--- config.mk ---
export PLATFORM = sky130hd
export DESIGN_NAME = simon_block_loader
export DESIGN_NICKNAME = d
export VERILOG_FILES = /design/src/rtl/simon_block_loader.sv
export SDC_FILE = /design/constraint.sdc
export NUM_CORES = 1
export LEC_CHECK = 0
export CORE_MARGIN = 5
export CORE_UTILIZATION = 50
export DETAILED_ROUTE_END_ITERATION = 16
export PLACE_DENSITY = 0.84
export SYNTH_ARGS = -nofsm -noshare
export SYNTH_HDL_FRONTEND = slang
export SYNTH_SLANG_ARGS = --single-unit
--- constraint.sdc ---
create_clock -name clk -period 2.2 [get_ports clk]
set_input_delay 0.22 -clock clk [delete_from_list [all_inputs] [get_ports clk]]
set_output_delay 0.22 -clock clk [all_outputs]
set_load 0.01 [all_outputs]
--- src/rtl/simon_block_loader.sv ---
// Byte-to-block loader for a SIMON cipher core: packs big-endian bytes into a
// 2N-bit block and offers it to the core through a one-deep holding register.
module simon_block_loader #(
    parameter int N = 48
) (
    input  logic              clk,
    input  logic              nR,
    input  logic [7:0]        byte_in,
    input  logic              byte_valid,
    output logic              byte_ready,
    output logic [1:0][N-1:0] inData,
    output logic              newData,
    input  logic              loadData,
    output logic [3:0]        fill_count,
    output logic              blk_pending
);
    localparam int NB = (2 * N) / 8;
    localparam int BW = 2 * N;
    localparam logic [3:0] LAST = 4'(NB - 1);

    typedef enum logic [1:0] {
        IDLE,
        OFFER,
        GAP
    } state_t;

    state_t        state_q, state_d;
    logic [BW-1:0] asm_q, asm_d;
    logic [BW-1:0] hold_q, hold_d;
    logic [BW-1:0] shifted;
    logic [3:0]    cnt_q, cnt_d;
    logic          full_q, full_d;
    logic          pend_q, pend_d;
    logic          release_blk;
    logic          hold_free;
    logic          accept;

    assign release_blk = (state_q == OFFER) && loadData;
    assign hold_free   = !pend_q || release_blk;
    assign byte_ready  = !(full_q && pend_q && !release_blk);
    assign accept      = byte_valid && byte_ready;
    // Shifting in at the bottom leaves the first byte of a block at the top.
    assign shifted     = {asm_q[BW-9:0], byte_in};

    always_comb begin
        asm_d  = asm_q;
        hold_d = hold_q;
        cnt_d  = cnt_q;
        full_d = full_q;
        pend_d = pend_q;
        if (release_blk) begin
            pend_d = 1'b0;
        end
        if (full_q) begin
            // A parked complete block moves on as soon as the holder frees up.
            if (hold_free) begin
                hold_d = asm_q;
                pend_d = 1'b1;
                full_d = 1'b0;
                cnt_d  = '0;
                if (accept) begin
                    asm_d = shifted;
                    cnt_d = 4'd1;
                end
            end
        end else if (accept) begin
            asm_d = shifted;
            if (cnt_q == LAST) begin
                if (hold_free) begin
                    hold_d = shifted;
                    pend_d = 1'b1;
                    cnt_d  = '0;
                end else begin
                    full_d = 1'b1;
                end
            end else begin
                cnt_d = cnt_q + 4'd1;
            end
        end
    end

    always_comb begin
        state_d = state_q;
        case (state_q)
            IDLE:    if (pend_q) state_d = OFFER;
            OFFER:   if (loadData) state_d = GAP;
            GAP:     state_d = pend_q ? OFFER : IDLE;
            default: state_d = IDLE;
        endcase
    end

    always_ff @(posedge clk or negedge nR) begin
        if (!nR) begin
            state_q <= IDLE;
            asm_q   <= '0;
            hold_q  <= '0;
            cnt_q   <= '0;
            full_q  <= 1'b0;
            pend_q  <= 1'b0;
        end else begin
            state_q <= state_d;
            asm_q   <= asm_d;
            hold_q  <= hold_d;
            cnt_q   <= cnt_d;
            full_q  <= full_d;
            pend_q  <= pend_d;
        end
    end

    assign inData      = hold_q;
    assign newData     = (state_q == OFFER);
    assign fill_count  = cnt_q;
    assign blk_pending = pend_q;

endmodule

==> report_table.html, run 1 <==
<table>
<tr><th>Metric</th><th>Value</th></tr>
<tr><th colspan="2">Job</th></tr>
<tr><td>Total of max-cap violations</td><td>0</td></tr>
<tr><th colspan="2">Layout</th></tr>
<tr><td>Fill cell instance count of the final layout</td><td>1,230</td></tr>
<tr><td>Final net count</td><td>691</td></tr>
<tr><td>Core utilization of the finished layout</td><td>62.9%</td></tr>
<tr><td>Footprint of the multi-input gates</td><td>3510 sq um</td></tr>
<tr><td>Synth-to-layout area growth</td><td>24.1%</td></tr>
<tr><td>Number of antenna repair diodes</td><td>0</td></tr>
<tr><td>Highest-count cells in the layout ignoring fill and taps</td><td>sky130_fd_sc_hd__mux2_2, sky130_fd_sc_hd__dfrtp_1, sky130_fd_sc_hd__clkdlybuf4s50_1, sky130_fd_sc_hd__mux2_1, sky130_fd_sc_hd__clkbuf_16</td></tr>
<tr><td>Cell area after layout</td><td>10,800 sq um</td></tr>
<tr><td>Layout cell share with drive strength beyond 1</td><td>43.7%</td></tr>
<tr><td>Most common library cell in the layout ignoring fill and taps</td><td>sky130_fd_sc_hd__mux2_2</td></tr>
<tr><td>Flip-flop and latch area</td><td>5010 sq um</td></tr>
<tr><th colspan="2">Floorplan</th></tr>
<tr><td>Placement row count</td><td>48</td></tr>
<tr><td>IO Count</td><td>115</td></tr>
<tr><td>Height of the chip</td><td>142 microns</td></tr>
<tr><td>Die ar.</td><td>20,200 sq um</td></tr>
<tr><td>Initial cell density of the core</td><td>50.7%</td></tr>
<tr><td>Chip width</td><td>142 microns</td></tr>
<tr><td>Standard cell core area</td><td>17,200 sq um</td></tr>
<tr><th colspan="2">Routing</th></tr>
<tr><td>First-pass detailed-route iteration total</td><td>5</td></tr>
<tr><td>Total vias in the final route</td><td>4,973</td></tr>
<tr><td>Routed length per placed instance</td><td>19.0 microns</td></tr>
<tr><td>Routed via count divided by cell count</td><td>5.43</td></tr>
<tr><td>DRC</td><td>0</td></tr>
<tr><td>Initial DRC count</td><td>192</td></tr>
<tr><td>Number of antenna-violating nets in the routed design</td><td>0</td></tr>
<tr><td>Wirelength, routed</td><td>17,400 microns</td></tr>
<tr><th colspan="2">Synth</th></tr>
<tr><td>Combinational family with the most area after synthesis</td><td>multiplexers</td></tr>
<tr><td>Register area share after synthesis</td><td>57.3%</td></tr>
<tr><td>Post-synthesis instance total</td><td>562</td></tr>
<tr><td>Xor-xnor portion of the synthesized cell area</td><td>0%</td></tr>
<tr><td>Fraction of the mapped netlist area in compound gates</td><td>1.30%</td></tr>
<tr><td>Number of warnings issued by yosys</td><td>0</td></tr>
<tr><td>Avg Synthesized Cell Area</td><td>15.5 sq um</td></tr>
<tr><td>Number of synthesized register bits</td><td>200</td></tr>
<tr><td>Number of nets produced by synthesis</td><td>575</td></tr>
<tr><td>Post-synth cell types</td><td>34</td></tr>
<tr><td>Post-synthesis adder-cell area fraction</td><td>0.143%</td></tr>
<tr><td>Post-Synth Simple-Gate Area</td><td>1.55%</td></tr>
<tr><td>Cell Area, Synth</td><td>8740 sq um</td></tr>
<tr><td>Mux cell area share after synthesis</td><td>37.2%</td></tr>
<tr><th colspan="2">Placed design</th></tr>
<tr><td>Last weighted congestion value of the routability-driven placer</td><td>0.843</td></tr>
<tr><td>Post-Place Cell Area</td><td>10,200 sq um</td></tr>
<tr><td>Number of buffers inserted by port buffering</td><td>114</td></tr>
<tr><td>Post-detail-place hpwl</td><td>11,700 microns</td></tr>
<tr><th colspan="2">Global routing</th></tr>
<tr><td>Overall track demand over capacity in global routing</td><td>18.0%</td></tr>
<tr><td>Met1 track demand over resource in global routing</td><td>23.0%</td></tr>
<tr><td>GR met3 Demand/Resource</td><td>5.14%</td></tr>
<tr><td>Met2 Usage GRT</td><td>29.8%</td></tr>
<tr><td>Maximum number of pins on one net before global-route repair</td><td>97</td></tr>
<tr><td>Most Used Layer, Global Route</td><td>met2</td></tr>
<tr><td>Via count of the first global-routing pass</td><td>5,448</td></tr>
<tr><td>Final global-route overflow total</td><td>0</td></tr>
<tr><td>Initial antenna violation count</td><td>0</td></tr>
<tr><td>Global-route wire length before repair</td><td>28,800 microns</td></tr>
<tr><th colspan="2">Min path</th></tr>
<tr><td>Worst hold path type</td><td>primary input to async pin</td></tr>
<tr><th colspan="2">CTS</th></tr>
<tr><td>CTS Sinks</td><td>200</td></tr>
<tr><td>Maximum buffer depth of the clock tree</td><td>2</td></tr>
<tr><td>Root buffer cell</td><td>sky130_fd_sc_hd__clkbuf_16</td></tr>
<tr><td>Total of cells resized after clock tree synthesis</td><td>0</td></tr>
<tr><td>Worst-Skew Late Latency</td><td>0.44 ns</td></tr>
<tr><td>Number of clock buffers inserted by TritonCTS</td><td>17</td></tr>
<tr><td>Number of H-tree levels</td><td>4</td></tr>
<tr><td>CTS tree</td><td>built</td></tr>
<tr><td>Clock slew at the register clock pins of the worst setup and hold paths</td><td>0.08 ns</td></tr>
<tr><th colspan="2">Pwr</th></tr>
<tr><td>Static Leakage</td><td>4.47 nW</td></tr>
<tr><td>Pwr Density</td><td>1470 nW/um^2</td></tr>
<tr><td>Worst-case vdd ir drop</td><td>0.819 mV</td></tr>
<tr><th colspan="2">Critical path</th></tr>
<tr><td>Data required time at the worst endpoint</td><td>2.51 ns</td></tr>
<tr><td>Crit path kind</td><td>register to register</td></tr>
<tr><td>Biggest fanout along the worst timing path</td><td>15</td></tr>
<tr><td>Reg2reg path depth</td><td>6</td></tr>
<tr><td>Setup crit start</td><td>fill_count[0]$_DFFE_PN0P_</td></tr>
<tr><td>Highest cell delay on the worst timing path</td><td>0.46 ns</td></tr>
<tr><td>Setup slack of the worst register-to-register path</td><td>0.16 ns</td></tr>
<tr><td>Slowest-stage cell, CP</td><td>sky130_fd_sc_hd__dfrtp_1</td></tr>
<tr><td>Capturing element type of the critical path</td><td>register</td></tr>
<tr><td>Worst Setup Start Kind</td><td>register</td></tr>
<tr><td>R2r endpoint</td><td>inData[34]$_DFFE_PN0P_</td></tr>
<tr><td>Data arrival time at the worst-slack endpoint</td><td>2.35 ns</td></tr>
<tr><td>Cell chain of the critical path</td><td>ha_1 &gt; nand4b_1 &gt; a22oi_2 &gt; buf_12 &gt; buf_4 &gt; mux2_2</td></tr>
<tr><td>Beginning of the worst register-to-register path</td><td>fill_count[0]$_DFFE_PN0P_</td></tr>
<tr><th colspan="2">STA</th></tr>
<tr><td>Final count of pins violating max slew</td><td>0</td></tr>
<tr><td>Time the final worst path needs with I/O delays and setup</td><td>2.04 ns</td></tr>
<tr><td>Maximum frequency from static timing analysis</td><td>0.490 GHz</td></tr>
<tr><td>Final setup vio count</td><td>0</td></tr>
<tr><td>Number of hold violations in the final report</td><td>0</td></tr>
<tr><td>Worst-case headroom to the max-slew limit</td><td>60.9%</td></tr>
<tr><td>Setup repair after global routing missed its margin</td><td>no</td></tr>
<tr><td>Setup TNS Final</td><td>0 ns</td></tr>
<tr><td>Final critical-path share of the clock period</td><td>92.7%</td></tr>
<tr><td>Least-Margin Pin Slew</td><td>0.586 ns</td></tr>
<tr><td>Setup Skew</td><td>0.0132 ns</td></tr>
<tr><th colspan="2">Outcome</th></tr>
<tr><td>Status</td><td>completed</td></tr>
</table>
-- metal layers --
metal,vias to the layer above,wire [microns],part of all wire [%]
met1,2558,7430,43
met5,-,0,0
met3,26,918,5.3
li1,2269,-,-
met2,120,8760,50
met4,0,301,1.7
-- critical path: cells and delay by family, from the launching register on --
kind,cells,cell delay [ns]
adder cells (fa/ha/maj),1,0.24
multiplexers,1,0.36
buffers and inverters,2,0.42
AO/OA/AOI/OAI,1,0.23
flip-flops,1,0.46
AND/OR/NAND/NOR,1,0.19
-- cell families (layout without fill, tap and decap cells) --
family	Yosys count	count (layout)
compound gates	12	12
fa+ha+maj	1	1
flops	200	200
buf+inv	38	167
simple gates	22	22
mux	289	289
-- sequential cells by signal, indices dropped and copies added, names as in the netlist --
register     cells
asm_q           96
blk_pending      1
fill_count       4
inData          96
state_q          2
full_q           1
-- layout make-up --
cell class	instances	share of cell area (%)
clock buffers	20	4.12
clock inverters	12	1.40
inverters	4	0.138
multi-input cells	324	32.4
flip-flops and latches	200	46.2
well taps	225	2.60
repair buffers	131	13.1
-- synthesized netlist by cell type --
cell                        instances  share of area, %
sky130_fd_sc_hd__nand3b_4           1              0.23
sky130_fd_sc_hd__o211ai_1           1             0.086
sky130_fd_sc_hd__mux2_1            40               5.2
sky130_fd_sc_hd__a21oi_1            1             0.057
sky130_fd_sc_hd__o2111ai_1          3              0.30
sky130_fd_sc_hd__buf_6              4              0.52
sky130_fd_sc_hd__o2bb2ai_1          1              0.10
sky130_fd_sc_hd__nand4b_1           1              0.10
sky130_fd_sc_hd__buf_1              1             0.043
sky130_fd_sc_hd__or3b_2             1              0.10
sky130_fd_sc_hd__mux2i_1            1              0.11
sky130_fd_sc_hd__o2bb2a_1           1              0.11
sky130_fd_sc_hd__nor2_1             4              0.17
sky130_fd_sc_hd__nor4_1             1             0.072
sky130_fd_sc_hd__o22ai_1            1             0.072
sky130_fd_sc_hd__o31ai_1            1             0.086
sky130_fd_sc_hd__and2_1             1             0.072
sky130_fd_sc_hd__and3b_1            1              0.10
sky130_fd_sc_hd__clkbuf_1           6              0.26
sky130_fd_sc_hd__nand4_1            1             0.072
sky130_fd_sc_hd__mux2_2           248                32
sky130_fd_sc_hd__nor2b_1            2              0.14
sky130_fd_sc_hd__nand2_1            4              0.17
sky130_fd_sc_hd__ha_1               1              0.14
sky130_fd_sc_hd__inv_2              2             0.086
sky130_fd_sc_hd__o31ai_4            1              0.24
sky130_fd_sc_hd__nand3_1            4              0.23
sky130_fd_sc_hd__a32oi_1            1              0.10
sky130_fd_sc_hd__a22oi_2            1              0.14
sky130_fd_sc_hd__buf_4              7              0.60
sky130_fd_sc_hd__dfrtp_1          200                57
sky130_fd_sc_hd__inv_1              2             0.086
sky130_fd_sc_hd__buf_2             16              0.92
sky130_fd_sc_hd__nand3b_1           1             0.086
-- per-stage QoR --
stage / instances / hold slack (ns) / setup WS, ns / total power [mW]
2_1_floorplan: 562 / -0.0756 / 0.387 / 9.80
3_3_place_gp: 883 / 0.255 / 0.192 / 12.5
3_5_place_dp: 883 / 0.264 / 0.121 / 12.9
4_1_cts: 916 / 0.371 / 0.183 / 16.1
5_1_grt: 916 / 0.406 / 0.0642 / 16.9
6_report: 916 / 0.356 / 0.160 / 15.9
-- worst max path at each step --
stage	endpoint	cells after the start
finish	inData[34]$_DFFE_PN0P_	6
global route	inData[32]$_DFFE_PN0P_	6
CTS	inData[32]$_DFFE_PN0P_	6
detailed placement	inData[34]$_DFFE_PN0P_	6
global placement	inData[23]$_DFFE_PN0P_	6
floorplan	inData[10]$_DFFE_PN0P_	6
-- repair_timing --
item | in CTS | in global routing
hold endpoints to repair | 66 | 0
hold buffers | 1 | 0
setup buffers | 0 | 0
-- report_power, final --
group          switching [mW]  total, mW  internal, mW
Clock                    1.33       3.14          1.81
Combinational            2.15       6.00          3.85
Sequential               1.37       6.76          5.39
Total                    4.85       15.9          11.1
No activity file was read; power rests on OpenSTA's default activity.
==> inputs of run 2 (changes only) <==
--- a/config.mk
+++ b/config.mk
@@ -11,2 +11,3 @@
 export PLACE_DENSITY = 0.84
+export SKIP_CTS_REPAIR_TIMING = 1
 export SYNTH_ARGS = -nofsm -noshare
--- a/constraint.sdc
+++ b/constraint.sdc
@@ -3,2 +3,2 @@
 set_output_delay 0.22 -clock clk [all_outputs]
-set_load 0.01 [all_outputs]
+set_load 0.1 [all_outputs]
==> run 2 against run 1 <==
Net effect: routed wire length about the same; count of clock-buffer cells in the layout up 2; first-iteration DRC count down 2.6%; cell count up 0.11%; flip-flop and latch count unchanged; critical path depth unchanged; setup slack better by 0.065 ns; design area down 2.2%.
==> report_table.html, run 2 (synthesis gave the netlist of run 1 again) <==
<table>
<tr><th>Metric</th><th>Value</th></tr>
<tr><th colspan="2">STA</th></tr>
<tr><td>Setup repair after global routing missed its margin</td><td>no</td></tr>
<tr><td>Time the final worst path needs with I/O delays and setup</td><td>1.98 ns</td></tr>
<tr><td>Least-Margin Pin Slew</td><td>0.616 ns</td></tr>
<tr><td>Final count of pins violating max slew</td><td>0</td></tr>
<tr><td>Setup TNS Final</td><td>0 ns</td></tr>
<tr><td>Setup Skew</td><td>0.00846 ns</td></tr>
<tr><td>Final critical-path share of the clock period</td><td>89.8%</td></tr>
<tr><td>Worst-case headroom to the max-slew limit</td><td>58.9%</td></tr>
<tr><td>Final setup vio count</td><td>0</td></tr>
<tr><td>Number of hold violations in the final report</td><td>0</td></tr>
<tr><td>Maximum frequency from static timing analysis</td><td>0.506 GHz</td></tr>
<tr><th colspan="2">Routing</th></tr>
<tr><td>Total vias in the final route</td><td>4,967</td></tr>
<tr><td>Routed via count divided by cell count</td><td>5.42</td></tr>
<tr><td>Initial DRC count</td><td>187</td></tr>
<tr><td>Wirelength, routed</td><td>17,400 microns</td></tr>
<tr><td>DRC</td><td>0</td></tr>
<tr><td>Routed length per placed instance</td><td>19.0 microns</td></tr>
<tr><td>Number of antenna-violating nets in the routed design</td><td>0</td></tr>
<tr><td>First-pass detailed-route iteration total</td><td>4</td></tr>
<tr><th colspan="2">Outcome</th></tr>
<tr><td>Status</td><td>completed</td></tr>
<tr><th colspan="2">Global routing</th></tr>
<tr><td>Final global-route overflow total</td><td>0</td></tr>
<tr><td>Global-route wire length before repair</td><td>29,100 microns</td></tr>
<tr><td>Maximum number of pins on one net before global-route repair</td><td>97</td></tr>
<tr><td>Via count of the first global-routing pass</td><td>5,542</td></tr>
<tr><td>Initial antenna violation count</td><td>0</td></tr>
<tr><td>Overall track demand over capacity in global routing</td><td>18.2%</td></tr>
<tr><th colspan="2">Floorplan</th></tr>
<tr><td>Height of the chip</td><td>142 microns</td></tr>
<tr><td>Initial cell density of the core</td><td>50.7%</td></tr>
<tr><td>Standard cell core area</td><td>17,200 sq um</td></tr>
<tr><td>Chip width</td><td>142 microns</td></tr>
<tr><td>IO Count</td><td>115</td></tr>
<tr><td>Die ar.</td><td>20,200 sq um</td></tr>
<tr><td>Placement row count</td><td>48</td></tr>
<tr><th colspan="2">Placed design</th></tr>
<tr><td>Last weighted congestion value of the routability-driven placer</td><td>0.880</td></tr>
<tr><td>Number of buffers inserted by port buffering</td><td>114</td></tr>
<tr><td>Post-detail-place hpwl</td><td>12,100 microns</td></tr>
<tr><th colspan="2">Critical path</th></tr>
<tr><td>Capturing element type of the critical path</td><td>register</td></tr>
<tr><td>Setup slack of the worst register-to-register path</td><td>0.22 ns</td></tr>
<tr><td>Data required time at the worst endpoint</td><td>2.51 ns</td></tr>
<tr><td>Bufs and invs on worst path</td><td>2</td></tr>
<tr><td>Top Family by Delay on Critical Path</td><td>flip-flops</td></tr>
<tr><td>R2r endpoint</td><td>inData[89]$_DFFE_PN0P_</td></tr>
<tr><td>Setup crit start</td><td>fill_count[0]$_DFFE_PN0P_</td></tr>
<tr><td>Reg2reg path depth</td><td>6</td></tr>
<tr><td>Data arrival time at the worst-slack endpoint</td><td>2.28 ns</td></tr>
<tr><td>Crit path kind</td><td>register to register</td></tr>
<tr><td>Slowest-stage cell, CP</td><td>sky130_fd_sc_hd__dfrtp_2</td></tr>
<tr><td>CP dominant cell by count</td><td>sky130_fd_sc_hd__buf_12</td></tr>
<tr><td>Highest cell delay on the worst timing path</td><td>0.42 ns</td></tr>
<tr><td>Biggest fanout along the worst timing path</td><td>30</td></tr>
<tr><td>Worst Setup Start Kind</td><td>register</td></tr>
<tr><td>Cell chain of the critical path</td><td>ha_1 &gt; nand4b_1 &gt; a22oi_2 &gt; buf_12 &gt; buf_12 &gt; mux2_2</td></tr>
<tr><td>Beginning of the worst register-to-register path</td><td>fill_count[0]$_DFFE_PN0P_</td></tr>
<tr><th colspan="2">Layout</th></tr>
<tr><td>Number of antenna repair diodes</td><td>0</td></tr>
<tr><td>Layout cell share with drive strength beyond 1</td><td>59.5%</td></tr>
<tr><td>Synth-to-layout area growth</td><td>21.3%</td></tr>
<tr><td>Most common library cell in the layout ignoring fill and taps</td><td>sky130_fd_sc_hd__mux2_2</td></tr>
<tr><td>Final net count</td><td>693</td></tr>
<tr><td>Highest-count cells in the layout ignoring fill and taps</td><td>sky130_fd_sc_hd__mux2_2, sky130_fd_sc_hd__dfrtp_1, sky130_fd_sc_hd__buf_4, sky130_fd_sc_hd__mux2_1, sky130_fd_sc_hd__clkbuf_16</td></tr>
<tr><th colspan="2">CTS</th></tr>
<tr><td>Worst-Skew Late Latency</td><td>0.43 ns</td></tr>
<tr><td>Number of clock buffers inserted by TritonCTS</td><td>17</td></tr>
<tr><td>CTS tree</td><td>built</td></tr>
<tr><td>Root buffer cell</td><td>sky130_fd_sc_hd__clkbuf_16</td></tr>
<tr><td>Clock slew at the register clock pins of the worst setup and hold paths</td><td>0.07 ns</td></tr>
<tr><td>Number of H-tree levels</td><td>4</td></tr>
<tr><td>Maximum buffer depth of the clock tree</td><td>2</td></tr>
<tr><td>CTS Sinks</td><td>200</td></tr>
<tr><th colspan="2">Min path</th></tr>
<tr><td>Worst hold path type</td><td>primary input to async pin</td></tr>
<tr><th colspan="2">Job</th></tr>
<tr><td>Total of max-cap violations</td><td>0</td></tr>
</table>
## run 2: worst max-delay path by stage
stage	end	slack, ns	cells past startpoint
global placement	asm_q[52]$_DFFE_PN0P_	0.17	7
global route	inData[89]$_DFFE_PN0P_	0.13	6
finish	inData[89]$_DFFE_PN0P_	0.22	6
floorplan	inData[10]$_DFFE_PN0P_	0.03	5
detailed placement	inData[89]$_DFFE_PN0P_	0.13	6
CTS	inData[89]$_DFFE_PN0P_	0.23	6
## run 2: per-stage QoR
step / utilization (%) / instances / hold WS [ns] / area (sq um) / setup slack (ns)
CTS: 61.4 / 916 / -0.194 / 10600 / 0.235
finish: 61.5 / 917 / 0.361 / 10600 / 0.225
floorplan: - / 562 / -0.0756 / 8740 / 0.0298
global route: 61.5 / 917 / 0.412 / 10600 / 0.129
global placement: 57.9 / 885 / 0.267 / 9980 / 0.169
detailed placement: 57.9 / 885 / 0.270 / 9980 / 0.128
## run 2: metal layers
layer,vias up,GRT usage [%],share of wire [%]
li1,2269,-,-
met1,2563,22.8,43
met2,106,30.5,50
met3,29,4.91,5.4
met4,0,6.21,2.1
met5,-,0,0
## run 2: area by class of cell
type / instances / area (sq um)
fillers: 1284 / 6640
flip-flops and latches: 200 / 5010
multi-input cells: 324 / 3510
repair buffers: 133 / 1170
clock buffers: 22 / 494
well taps: 225 / 282
clock inverters: 9 / 113
inverters: 4 / 15.0
## run 2: worst reg2reg max path, stage by stage, from the launching register on
cell and delay (ns):
sky130_fd_sc_hd__dfrtp_2 0.42, sky130_fd_sc_hd__ha_1 0.23, sky130_fd_sc_hd__nand4b_1 0.18, sky130_fd_sc_hd__a22oi_2 0.23, sky130_fd_sc_hd__buf_12 0.21, sky130_fd_sc_hd__buf_12 0.22, sky130_fd_sc_hd__mux2_2 0.37
Power of run 2 is not shown: default switching activity piles up to over one toggle a cycle in this logic, so the estimate is an artifact.
==> inputs of run 3 (changes only) <==
ABC_AREA = 0   (was default)
CTS_BUF_LIST = sky130_fd_sc_hd__clkbuf_8   (was default)
==> run 3 against run 2 <==
Net effect: clock skew grew 0.0046 ns; die area is the same; via count shrank 0.97%; flip-flop and latch count is the same; non-clock buffer count is the same; register-to-register slack is essentially flat; utilization shrank 1.1 points; fmax shrank 0.29%; sequential share of layout area grew 0.87 points; count of clock-buffer cells in the layout is the same; hold slack lost 0.051 ns.
==> report_table.html, run 3 (synthesis gave the netlist of run 1 again) <==
<table>
<tr><th>Metric</th><th>Value</th></tr>
<tr><th colspan="2">Layout</th></tr>
<tr><td>Final net count</td><td>693</td></tr>
<tr><td>Most common library cell in the layout ignoring fill and taps</td><td>sky130_fd_sc_hd__mux2_2</td></tr>
<tr><td>Layout cell share with drive strength beyond 1</td><td>59.5%</td></tr>
<tr><td>Highest-count cells in the layout ignoring fill and taps</td><td>sky130_fd_sc_hd__mux2_2, sky130_fd_sc_hd__dfrtp_1, sky130_fd_sc_hd__buf_4, sky130_fd_sc_hd__mux2_1, sky130_fd_sc_hd__clkbuf_8</td></tr>
<tr><td>Synth-to-layout area growth</td><td>19.1%</td></tr>
<tr><td>Footprint of the multi-input gates</td><td>3510 sq um</td></tr>
<tr><td>Fill cell instance count of the final layout</td><td>1,305</td></tr>
<tr><td>Number of antenna repair diodes</td><td>0</td></tr>
<tr><td>Flip-flop and latch area</td><td>5010 sq um</td></tr>
<tr><th colspan="2">STA</th></tr>
<tr><td>Setup repair after global routing missed its margin</td><td>no</td></tr>
<tr><td>Worst-case headroom to the max-slew limit</td><td>58.7%</td></tr>
<tr><td>Number of hold violations in the final report</td><td>0</td></tr>
<tr><td>Setup TNS Final</td><td>0 ns</td></tr>
<tr><td>Least-Margin Pin Slew</td><td>0.620 ns</td></tr>
<tr><td>Maximum frequency from static timing analysis</td><td>0.505 GHz</td></tr>
<tr><td>Final count of pins violating max slew</td><td>0</td></tr>
<tr><td>Time the final worst path needs with I/O delays and setup</td><td>1.98 ns</td></tr>
<tr><td>Final setup vio count</td><td>0</td></tr>
<tr><td>Final critical-path share of the clock period</td><td>90.1%</td></tr>
<tr><td>Setup Skew</td><td>0.0130 ns</td></tr>
<tr><th colspan="2">Global routing</th></tr>
<tr><td>Most Used Layer, Global Route</td><td>met2</td></tr>
<tr><td>Met2 Usage GRT</td><td>29.7%</td></tr>
<tr><td>GR met3 Demand/Resource</td><td>5.58%</td></tr>
<tr><td>Final global-route overflow total</td><td>0</td></tr>
<tr><td>Global-route wire length before repair</td><td>28,800 microns</td></tr>
<tr><td>Overall track demand over capacity in global routing</td><td>17.9%</td></tr>
<tr><td>Via count of the first global-routing pass</td><td>5,501</td></tr>
<tr><td>Maximum number of pins on one net before global-route repair</td><td>97</td></tr>
<tr><td>Met1 track demand over resource in global routing</td><td>22.6%</td></tr>
<tr><td>Initial antenna violation count</td><td>0</td></tr>
<tr><th colspan="2">Critical path</th></tr>
<tr><td>Crit path kind</td><td>register to register</td></tr>
<tr><td>Biggest fanout along the worst timing path</td><td>30</td></tr>
<tr><td>Data arrival time at the worst-slack endpoint</td><td>2.33 ns</td></tr>
<tr><td>Capturing element type of the critical path</td><td>register</td></tr>
<tr><td>Worst Setup Start Kind</td><td>register</td></tr>
<tr><td>Data required time at the worst endpoint</td><td>2.54 ns</td></tr>
<tr><th colspan="2">Min path</th></tr>
<tr><td>Worst hold path type</td><td>primary input to async pin</td></tr>
<tr><th colspan="2">Floorplan</th></tr>
<tr><td>Initial cell density of the core</td><td>50.7%</td></tr>
<tr><td>Placement row count</td><td>48</td></tr>
<tr><td>Height of the chip</td><td>142 microns</td></tr>
<tr><td>IO Count</td><td>115</td></tr>
<tr><td>Chip width</td><td>142 microns</td></tr>
<tr><td>Standard cell core area</td><td>17,200 sq um</td></tr>
<tr><td>Die ar.</td><td>20,200 sq um</td></tr>
<tr><th colspan="2">CTS</th></tr>
<tr><td>Number of clock buffers inserted by TritonCTS</td><td>17</td></tr>
<tr><td>CTS Sinks</td><td>200</td></tr>
<tr><td>Maximum buffer depth of the clock tree</td><td>2</td></tr>
<tr><td>Worst-Skew Late Latency</td><td>0.46 ns</td></tr>
<tr><td>Root buffer cell</td><td>sky130_fd_sc_hd__clkbuf_8</td></tr>
<tr><td>CTS tree</td><td>built</td></tr>
<tr><td>Clock slew at the register clock pins of the worst setup and hold paths</td><td>0.09 ns</td></tr>
<tr><td>Number of H-tree levels</td><td>4</td></tr>
<tr><th colspan="2">Routing</th></tr>
<tr><td>Number of antenna-violating nets in the routed design</td><td>0</td></tr>
<tr><td>DRC</td><td>0</td></tr>
<tr><td>First-pass detailed-route iteration total</td><td>4</td></tr>
<tr><td>Routed via count divided by cell count</td><td>5.36</td></tr>
<tr><td>Initial DRC count</td><td>149</td></tr>
<tr><td>Total vias in the final route</td><td>4,919</td></tr>
<tr><td>Wirelength, routed</td><td>17,200 microns</td></tr>
<tr><td>Routed length per placed instance</td><td>18.7 microns</td></tr>
<tr><th colspan="2">Placed design</th></tr>
<tr><td>Number of buffers inserted by port buffering</td><td>114</td></tr>
<tr><td>Last weighted congestion value of the routability-driven placer</td><td>0.880</td></tr>
<tr><td>Post-detail-place hpwl</td><td>12,100 microns</td></tr>
<tr><th colspan="2">Job</th></tr>
<tr><td>Total of max-cap violations</td><td>0</td></tr>
<tr><th colspan="2">Outcome</th></tr>
<tr><td>Status</td><td>completed</td></tr>
</table>
-- run 3: cell counts in the layout (fill, tap and decap cells not counted) --
No cell type changed its count.
-- run 3: worst paths after layout --
| kind | cells after the start | start | endpoint | slack (ns) |
|---|---|---|---|---|
| worst max-delay path | 6 | fill_count[0]$_DFFE_PN0P_ | inData[89]$_DFFE_PN0P_ | 0.22 |
| worst min-delay path | 2 | nR | asm_q[72]$_DFFE_PN0P_ | 0.31 |
| worst max register to register | 6 | fill_count[0]$_DFFE_PN0P_ | inData[89]$_DFFE_PN0P_ | 0.22 |
| worst min register to register | 1 | asm_q[93]$_DFFE_PN0P_ | asm_q[93]$_DFFE_PN0P_ | 0.50 |
| max in group asynchronous | 3 | nR | asm_q[12]$_DFFE_PN0P_ | 1.14 |
| min in group clk | 2 | byte_in[2] | asm_q[2]$_DFFE_PN0P_ | 0.39 |
-- run 3: cell type report --
cell class	instances	share of cell area [%]
sequential	200	48.2
multi-input combinational	324	33.8
timing repair buffer	133	11.2
clock buffer	22	2.91
tap	225	2.70
clock inverter	9	1.08
inverter	4	0.144
-- run 3: worst max-delay path, stage by stage, from the launching register on --
cell and delay (ns):
sky130_fd_sc_hd__dfrtp_2 0.43, sky130_fd_sc_hd__ha_1 0.23, sky130_fd_sc_hd__nand4b_1 0.18, sky130_fd_sc_hd__a22oi_2 0.22
sky130_fd_sc_hd__buf_12 0.21, sky130_fd_sc_hd__buf_12 0.22, sky130_fd_sc_hd__mux2_2 0.36
-- run 3: per-stage QoR --
step                      instance area (sq um)  setup WS [ns]  utilization (%)  std cells  hold slack (ns)
after floorplan                            8740         0.0298                -        562          -0.0756
after global placement                     9980          0.169             57.9        885            0.267
after detailed placement                   9980          0.128             57.9        885            0.270
after CTS                                 10400          0.227             60.3        916           -0.243
after global routing                      10400          0.122             60.4        917            0.346
final                                     10400          0.219             60.4        917            0.310
-- run 3: routing by layer --
layer | share of wire, % | vias up
li1 | - | 2269
met1 | 42 | 2506
met2 | 50 | 112
met3 | 6.0 | 32
met4 | 2.2 | 0
met5 | 0 | -
Power of run 3 is left out for the same reason.
